$ cat src/rtl/dma_resp_mem.sv
// DMA responder for the openMSP430 DMA master interface: local word memory,
// programmable wait states, access statistics. Define DMA_RESP_TRACE_EN for LDATA.
module dma_resp_mem #(
  parameter logic [14:0] BASE_ADDR = 15'h0190,
  parameter int unsigned DEC_WD    = 4,
  parameter logic [14:0] MEM_BASE  = 15'h4000,
  parameter int unsigned DEPTH     = 64
) (
  input  logic        mclk,
  input  logic        puc_rst,
  input  logic [13:0] per_addr,
  input  logic [15:0] per_din,
  input  logic        per_en,
  input  logic [1:0]  per_we,
  output logic [15:0] per_dout,
  input  logic        dma_en,
  input  logic [14:0] dma_addr,
  input  logic [1:0]  dma_we,
  input  logic [15:0] dma_din,
  output logic        dma_ready,
  output logic [15:0] dma_dout
);

  localparam int unsigned AW = (DEPTH > 1) ? $clog2(DEPTH) : 1;
  localparam logic [DEC_WD-2:0] IDX_CTRL  = (DEC_WD-1)'(0);
  localparam logic [DEC_WD-2:0] IDX_STAT  = (DEC_WD-1)'(1);
  localparam logic [DEC_WD-2:0] IDX_CNT   = (DEC_WD-1)'(2);
  localparam logic [DEC_WD-2:0] IDX_LADDR = (DEC_WD-1)'(3);
  localparam logic [DEC_WD-2:0] IDX_LDATA = (DEC_WD-1)'(4);

  typedef enum logic {S_IDLE, S_WAIT} state_t;

  state_t      state_q, state_d;
  logic [3:0]  wcnt_q, wcnt_d;
  logic        en_q;
  logic [3:0]  wait_q;
  logic        oor_q;
  logic [15:0] cnt_q;
  logic [15:0] laddr_q;
  logic [15:0] dout_q;
  logic [15:0] mem [DEPTH];

  // Peripheral register decode
  logic                reg_sel, reg_rd;
  logic [DEC_WD-2:0]   reg_idx;
  logic                wr_ctrl, wr_stat, wr_cnt;

  assign reg_sel = per_en & (per_addr[13:DEC_WD-1] == BASE_ADDR[14:DEC_WD]);
  assign reg_idx = per_addr[DEC_WD-2:0];
  assign reg_rd  = reg_sel & (per_we == 2'b00);
  assign wr_ctrl = reg_sel & (reg_idx == IDX_CTRL) & per_we[0];
  assign wr_stat = reg_sel & (reg_idx == IDX_STAT) & per_we[0];
  assign wr_cnt  = reg_sel & (reg_idx == IDX_CNT) & (per_we != 2'b00);

  // DMA window decode
  logic [14:0]   mem_off;
  logic [AW-1:0] mem_idx;
  logic          in_range;
  logic          dma_acc;
  logic [15:0]   rd_word;

  assign mem_off  = dma_addr - MEM_BASE;
  assign mem_idx  = mem_off[AW-1:0];
  assign in_range = ({1'b0, dma_addr} >= {1'b0, MEM_BASE}) &&
                    ({1'b0, dma_addr} < ({1'b0, MEM_BASE} + 16'(DEPTH)));
  assign rd_word  = in_range ? mem[mem_idx] : '0;
  assign dma_acc  = dma_en & dma_ready;

  logic unused_bits;
  assign unused_bits = ^{per_din[15:8], per_din[3:1], mem_off[14:AW]};

  // FSM: state register
  always_ff @(posedge mclk) begin
    if (puc_rst) begin
      state_q <= S_IDLE;
      wcnt_q  <= '0;
    end else begin
      state_q <= state_d;
      wcnt_q  <= wcnt_d;
    end
  end

  // FSM: next state
  always_comb begin
    state_d = state_q;
    wcnt_d  = wcnt_q;
    case (state_q)
      S_IDLE: begin
        if (en_q && dma_en && (wait_q != 4'd0)) begin
          state_d = S_WAIT;
          wcnt_d  = 4'd1;
        end
      end
      S_WAIT: begin
        // >= lets a WAIT lowered mid-request release the initiator at once
        if (!en_q || !dma_en || (wcnt_q >= wait_q)) begin
          state_d = S_IDLE;
          wcnt_d  = '0;
        end else if (wcnt_q != '1) begin
          wcnt_d = wcnt_q + 4'd1;
        end
      end
      default: begin
        state_d = S_IDLE;
        wcnt_d  = '0;
      end
    endcase
  end

  // FSM: outputs
  always_comb begin
    dma_ready = 1'b0;
    if (!puc_rst && en_q && dma_en) begin
      case (state_q)
        S_IDLE:  dma_ready = (wait_q == 4'd0);
        S_WAIT:  dma_ready = (wcnt_q >= wait_q);
        default: dma_ready = 1'b0;
      endcase
    end
  end

  // Configuration and statistics
  always_ff @(posedge mclk) begin
    if (puc_rst) begin
      en_q    <= 1'b0;
      wait_q  <= '0;
      oor_q   <= 1'b0;
      cnt_q   <= '0;
      laddr_q <= '0;
      dout_q  <= '0;
    end else begin
      if (wr_ctrl) begin
        en_q   <= per_din[0];
        wait_q <= per_din[7:4];
      end
      if (dma_acc && !in_range) oor_q <= 1'b1;
      else if (wr_stat && per_din[0]) oor_q <= 1'b0;
      if (wr_cnt) cnt_q <= '0;
      else if (dma_acc && (cnt_q != '1)) cnt_q <= cnt_q + 16'd1;
      if (dma_acc) laddr_q <= {dma_addr, 1'b0};
      if (dma_acc && (dma_we == 2'b00)) dout_q <= rd_word;
    end
  end

  always_ff @(posedge mclk) begin
    if (dma_acc && in_range) begin
      if (dma_we[0]) mem[mem_idx][7:0]  <= dma_din[7:0];
      if (dma_we[1]) mem[mem_idx][15:8] <= dma_din[15:8];
    end
  end

  assign dma_dout = dout_q;

`ifdef DMA_RESP_TRACE_EN
  logic [15:0] ldata_q;
  always_ff @(posedge mclk) begin
    if (puc_rst) ldata_q <= '0;
    else if (dma_acc) ldata_q <= (dma_we != 2'b00) ? dma_din : rd_word;
  end
`else
  logic [15:0] ldata_q;
  assign ldata_q = '0;
`endif

  always_comb begin
    per_dout = '0;
    if (reg_rd) begin
      case (reg_idx)
        IDX_CTRL:  per_dout = {8'h00, wait_q, 3'b000, en_q};
        IDX_STAT:  per_dout = {14'h0000, (state_q != S_IDLE), oor_q};
        IDX_CNT:   per_dout = cnt_q;
        IDX_LADDR: per_dout = laddr_q;
        IDX_LDATA: per_dout = ldata_q;
        default:   per_dout = '0;
      endcase
    end
  end

endmodule

$ cat config.mk
export PLATFORM = sky130hd
export DESIGN_NAME = dma_resp_mem
export DESIGN_NICKNAME = d
export VERILOG_FILES = /design/src/rtl/dma_resp_mem.sv
export SDC_FILE = /design/constraint.sdc
export NUM_CORES = 1
export LEC_CHECK = 0
export BUFFER_PORTS_ARGS = -buffer_cell sky130_fd_sc_hd__buf_4
export CAP_MARGIN = 20
export CELL_PAD_IN_SITES_DETAIL_PLACEMENT = 1
export CELL_PAD_IN_SITES_GLOBAL_PLACEMENT = 1
export CORE_UTILIZATION = 58
export DETAILED_ROUTE_END_ITERATION = 16
export PLACE_DENSITY_LB_ADDON = 0.08
export SETUP_SLACK_MARGIN = 0.05
export SYNTH_ARGS = -nofsm -noshare
export SYNTH_HDL_FRONTEND = slang
export SYNTH_SLANG_ARGS = --single-unit
$ cat constraint.sdc
create_clock -name mclk -period 7 [get_ports mclk]
set_input_delay 1.05 -clock mclk [delete_from_list [all_inputs] [get_ports mclk]]
set_output_delay 1.05 -clock mclk [all_outputs]
set_load 0.005 [all_outputs]
# Word-level counts from Yosys, hierarchy flattened
# Memories as Yosys holds them, arrays and structs flattened.
# Index checks and enable logic that the tools add are counted.
# classes
addsub,3
n_lt_le_gt_ge,3
eq_ne,8
n_mux,20
bitwise_logic,10
n_reduce_logical,25
# op_table
op,count
$pmux 16 s4,1
$mux 16,2
$add 16x1->16 const B,1
$ne 16x16->1 const B,1
$ge 15x15->1 const B,1
$lt 15x15->1 const B,1
$mux 4,3
$eq 11x5->1 const B,1
$mux 1,11
$logic_and 1x1->1,10
$and 1x1->1,9
$pmux 4 s2,1
$eq 3x2->1 const B,2
$sub 6x1->6 const B,1
$add 4x1->4 const B,1
$ge 4x4->1,1
$logic_not 1->1,4
$logic_not 2->1,2
$logic_not 4->1,1
$ne 4x4->1 const B,1
$pmux 1 s2,2
$reduce_bool 2->1,2
$reduce_bool 4->1,1
$eq 3x1->1 const B,1
other kinds (7),8
# word_totals
register_bits,58
mem_bits_rw,1024
out_inout_bits,33
memories,1
# memory_table
memory,depth,word_bits,rd,rd_ports_with_merged_regs,wr,line,text
mem,64,16,1,0,1,41,logic [15:0] mem [DEPTH];

# Depth between registers and ports, before layout
# depth
word_depth,8
ltp_mapped,12
mapped_depth_nobuf,8

# Least setup slack after synthesis
# No wires, ideal clock.
# synth_path
kind,input to output
start,in per_addr[5]
end,out per_dout[10]
arrival_ns,2.583
t_required_ns,5.950
path_slack_ns,3.367
stages,7
path_buffers,2
cell_sequence,nor4bb_1 > nand4_1 > or3_1 > clkbuf_1 > or3b_1 > clkbuf_1 > nor2_1
# synth_between
elab_chain_cells,4
# synth_rtl
item,line,text
from (decl),11,"input logic [13:0] per_addr,"
$eq 11x5->1,48,assign reg_sel = per_en & (per_addr[13:DEC_WD-1] == BASE_ADDR[14:DEC_WD]);
$and 1x1->1,48,
$and 1x1->1,50,assign reg_rd = reg_sel & (per_we == 2'b00);
$mux 16,167,if (reg_rd) begin
to (decl),15,"output logic [15:0] per_dout,"
# No other way between the ends.

# Final worst setup path
# layout_path
start,reg wait_q[3]
end,"mem mem[22][2], enable pin"
# layout_between
elab_chain_cells,7
# layout_rtl
item,line,text
from (decl),36,logic [3:0] wait_q;
from (signal assigned),134,wait_q <= per_din[7:4];
$ge 4x4->1 or $logic_not 4->1 (tied branches),"116, 115",
$pmux 1 s2 *,114,case (state_q)
$mux 1 *,113,if (!puc_rst && en_q && dma_en) begin
$and 1x1->1 *,67,assign dma_acc = dma_en & dma_ready;
$logic_and 1x1->1 *,146,if (dma_acc && in_range) begin
$mux 1 *,146,
$mux 1 (not written as such) *,147,if (dma_we[0]) mem[mem_idx][7:0] <= dma_din[7:0];
to (decl),41,
# Mark *: on every way between the ends. The rest lies on a longest branch, timed or not.

==> run_results.csv <==
group,metric,value,unit
run_status,outcome,"completed",
flow_run,drv_cap,0,
grt,grt_pass1_vias,25844,
cells_and_area,drive_gt1_frac,0.1911,
placed_design,place_area,44150,µm²
synth,async_flop_share,0,
timing,clock_skew,24.56,ps
synth,seq_area_frac_synth,0.7477,
routing,ant_nets,0,
synth,synth_flop_cell,"edfxtp_1",
timing,tightest_slew,1221,ps
critical_path,slowest_delay,1140,ps
routing,dr.pass1.iters,5,
synth,synth_nets,2581,
synth,synth.distinct_cells,74,
cells_and_area,finalInstanceArea,47490,µm²
clock_tree,cts_buffers,106,
critical_path,arrival,4910,ps
floorplanning,fp.dieArea,74670,µm²
hold_path,min_path_cells,2,
synth,synth_top_family_by_area,"multiplexers",
critical_path,cp.buffers_inverters,1,
critical_path,crit_path_start_kind,"flip-flop",
synth,synthCells,2506,
critical_path,path_class,"flip-flop to flip-flop",
floorplanning,start_util,0.5860,
timing,relSlewSlack,0.1827,
placed_design,port_buffers,90,
synth,synth_common_cells,"edfxtp_1 (1,024), nor2_1 (209), o22ai_1 (120)",
grt,grt_pass1_wl,183200,µm
placed_design,place_ws,2008,ps
power_and_ir_drop,peakVddDrop,0.2465,mV
routing,drt-initial-drc-count,3809,
synth,synth-seq-cells,1082,
clock_tree,cts.sinks,1082,
cells_and_area,finalNonFillerCells,3639,
hold_path,holdCritPathClass,"flip-flop to flip-flop",
power_and_ir_drop,power_density,279.2,nW/µm²
floorplanning,rows,99,
timing,finalMaxSlewViolations,0,
synth,synth_top_area_frac,0.7205,
floorplanning,io_pins,102,
timing,rsz0062_at_grt,"false",
floorplanning,core_area,72830,µm²
routing,wire_per_inst,35.24,µm
timing,setup_viol,0,
timing,setup_tns,0,ps
clock_tree,htree_levels,3,
clock_tree,holdBufCountCts,0,
routing,totalWireLength,128200,µm
timing,worst_slack,2364,ps
timing,whs,464.9,ps
synth,synthSimpleGateAreaFrac,0.05409,
critical_path,cp-end-kind,"flip-flop",
synth,yosys-top-cells-area,"edfxtp_1 (72%), mux4_2 (5.9%), dfxtp_1 (2.7%)",
clock_tree,cts_repair_resize_count,0,
synth,netlist_area,42680,µm²
placed_design,gp_congestion,0.8933,
clock_tree,clock_path_buffers,3,
clock_tree,cts_setup_buffers,0,
timing,period_share,0.6623,
power_and_ir_drop,power_leakage,15.05,nW
grt,track_usage,0.3461,
critical_path,crit_required,7280,ps
synth,syn_area_per_cell,17.03,µm²
synth,synth-edff-count,1024,
synth,synth_top_area_cell,"edfxtp_1",
routing,viasPerCell,7.018,
critical_path,crit_fanout,11,
grt,grt_overflow,0,
timing,finalWorstPathRequiredPeriod,4636,ps
critical_path,path_cells,"inv_1, ha_1, o211ai_1, o211a_1, nor3_2, nand4_1, nor2_1",
critical_path,crit_slowest_cell,"nor2_1",
grt,antenna_found_initial,1,
cells_and_area,nNetsFinal,2667,
floorplanning,fp.dieH,273.3,µm
synth,synth_fa_ha_area_frac,0.001759,
placed_design,place_inst,3439,
placed_design,dp_hpwl,77130,µm
critical_path,r2r_cells,7,
clock_tree,cts_root_buffer,"clkbuf_16",
floorplanning,die_w,273.3,µm
timing,hold_viol,0,
timing,max_freq,215.7,MHz
clock_tree,clock_latency,670,ps
critical_path,cpLargestDelayFamily,"simple AND/OR/NAND/NOR gates",
synth,synth_warnings,0,
clock_tree,cts_tree,"done",
cells_and_area,synthToLayoutAreaGrowth,11.28,%
routing,vias,25538,
routing,drc,0,
clock_tree,clkTransAtPathRegs,60,ps
critical_path,path_depth,7,
synth,synthXorXnorAreaFrac,0.002257,
synth,synth.area.mux_share,0.1018,
grt,grt_max_degree,93,
synth,synth_compound_area_frac,0.07218,
synth,synth_most_common_cell,"edfxtp_1",
## path summary, 6_finish.rpt
path	start	end	slack, ps
worst max register to register	wait_q[3]$_SDFFE_PP0P_	mem[22][2]$_DFFE_PP_	2360
worst min register to register	dma_dout[5]$_SDFFE_PP0P_	dma_dout[5]$_SDFFE_PP0P_	460
worst max-delay path	wait_q[3]$_SDFFE_PP0P_	mem[22][2]$_DFFE_PP_	2360
worst min-delay path	dma_dout[5]$_SDFFE_PP0P_	dma_dout[5]$_SDFFE_PP0P_	460
## layout by cell type, fill, tap and decap left out, types with 16 or more instances in the layout
cell type | netlist | final
nand4_1 | 18 | 18
a22oi_1 | 30 | 30
clkbuf_16 | 0 | 110
clkinv_1 | 0 | 19
a211oi_1 | 16 | 16
nor3_1 | 26 | 24
clkinv_2 | 0 | 25
mux4_2 | 111 | 111
edfxtp_1 | 1024 | 1024
dfxtp_1 | 58 | 58
nor2_1 | 209 | 207
clkbuf_1 | 66 | 24
nand3_1 | 23 | 23
o21ai_0 | 67 | 67
nand2b_1 | 22 | 20
mux2i_1 | 83 | 83
buf_4 | 24 | 134
a21oi_1 | 56 | 55
o22ai_1 | 120 | 120
nand2_1 | 115 | 115
mux2_2 | 89 | 89
o221ai_1 | 60 | 60
## sequential cells by signal (all words and copies together) (netlist names)
name      flops
mem        1024
cnt_q        16
dma_dout     16
laddr_q      15
wait_q        4
wcnt_q        4
en_q          1
oor_q         1
state_q       1
## stage by stage
| step | power (mW) | utilization |
|---|---|---|
| 2_1_floorplan | 7.548 | - |
| 3_3_place_gp | 7.844 | 0.6061 |
| 3_5_place_dp | 7.868 | 0.6062 |
| 4_1_cts | 13.26 | 0.6515 |
| 5_1_grt | 13.49 | 0.6520 |
| 6_report | 13.26 | 0.6521 |
## final cells by class
cell class / count / area, µm²
sequential: 1082 / 31910
fill: 6187 / 25340
multi-input combinational: 1249 / 9928
clock buffer: 135 / 2856
tap: 959 / 1200
timing repair buffer: 142 / 1114
clock inverter: 60 / 441.7
inverter: 11 / 41.29
antenna: 1 / 2.502
## metal layers
metal,part of all wire,global-route usage
met1,0.39,0.4931
met2,0.46,0.5330
met3,0.11,0.07781
met4,0.034,0.1169
met5,0,0
## report_power, final
group	total, mW	switching (mW)	internal (mW)
combinational	0.681	0.483	0.198
sequential	7.07	0.000000857	7.07
clock	5.51	2.44	3.06
## kinds of logic after synthesis
family          after synthesis
flops                      1082
xor+xnor                     11
simple gates                495
fa+ha+maj                     6
buf+inv                     175
compound gates              453
mux                         284
## worst min-delay path, delay by kind of cell, from the launching register on
kind	cells	cell delay (ps)
flops	1	310
simple gates	1	50
compound gates	1	50
(Power assumes the default switching activity.)
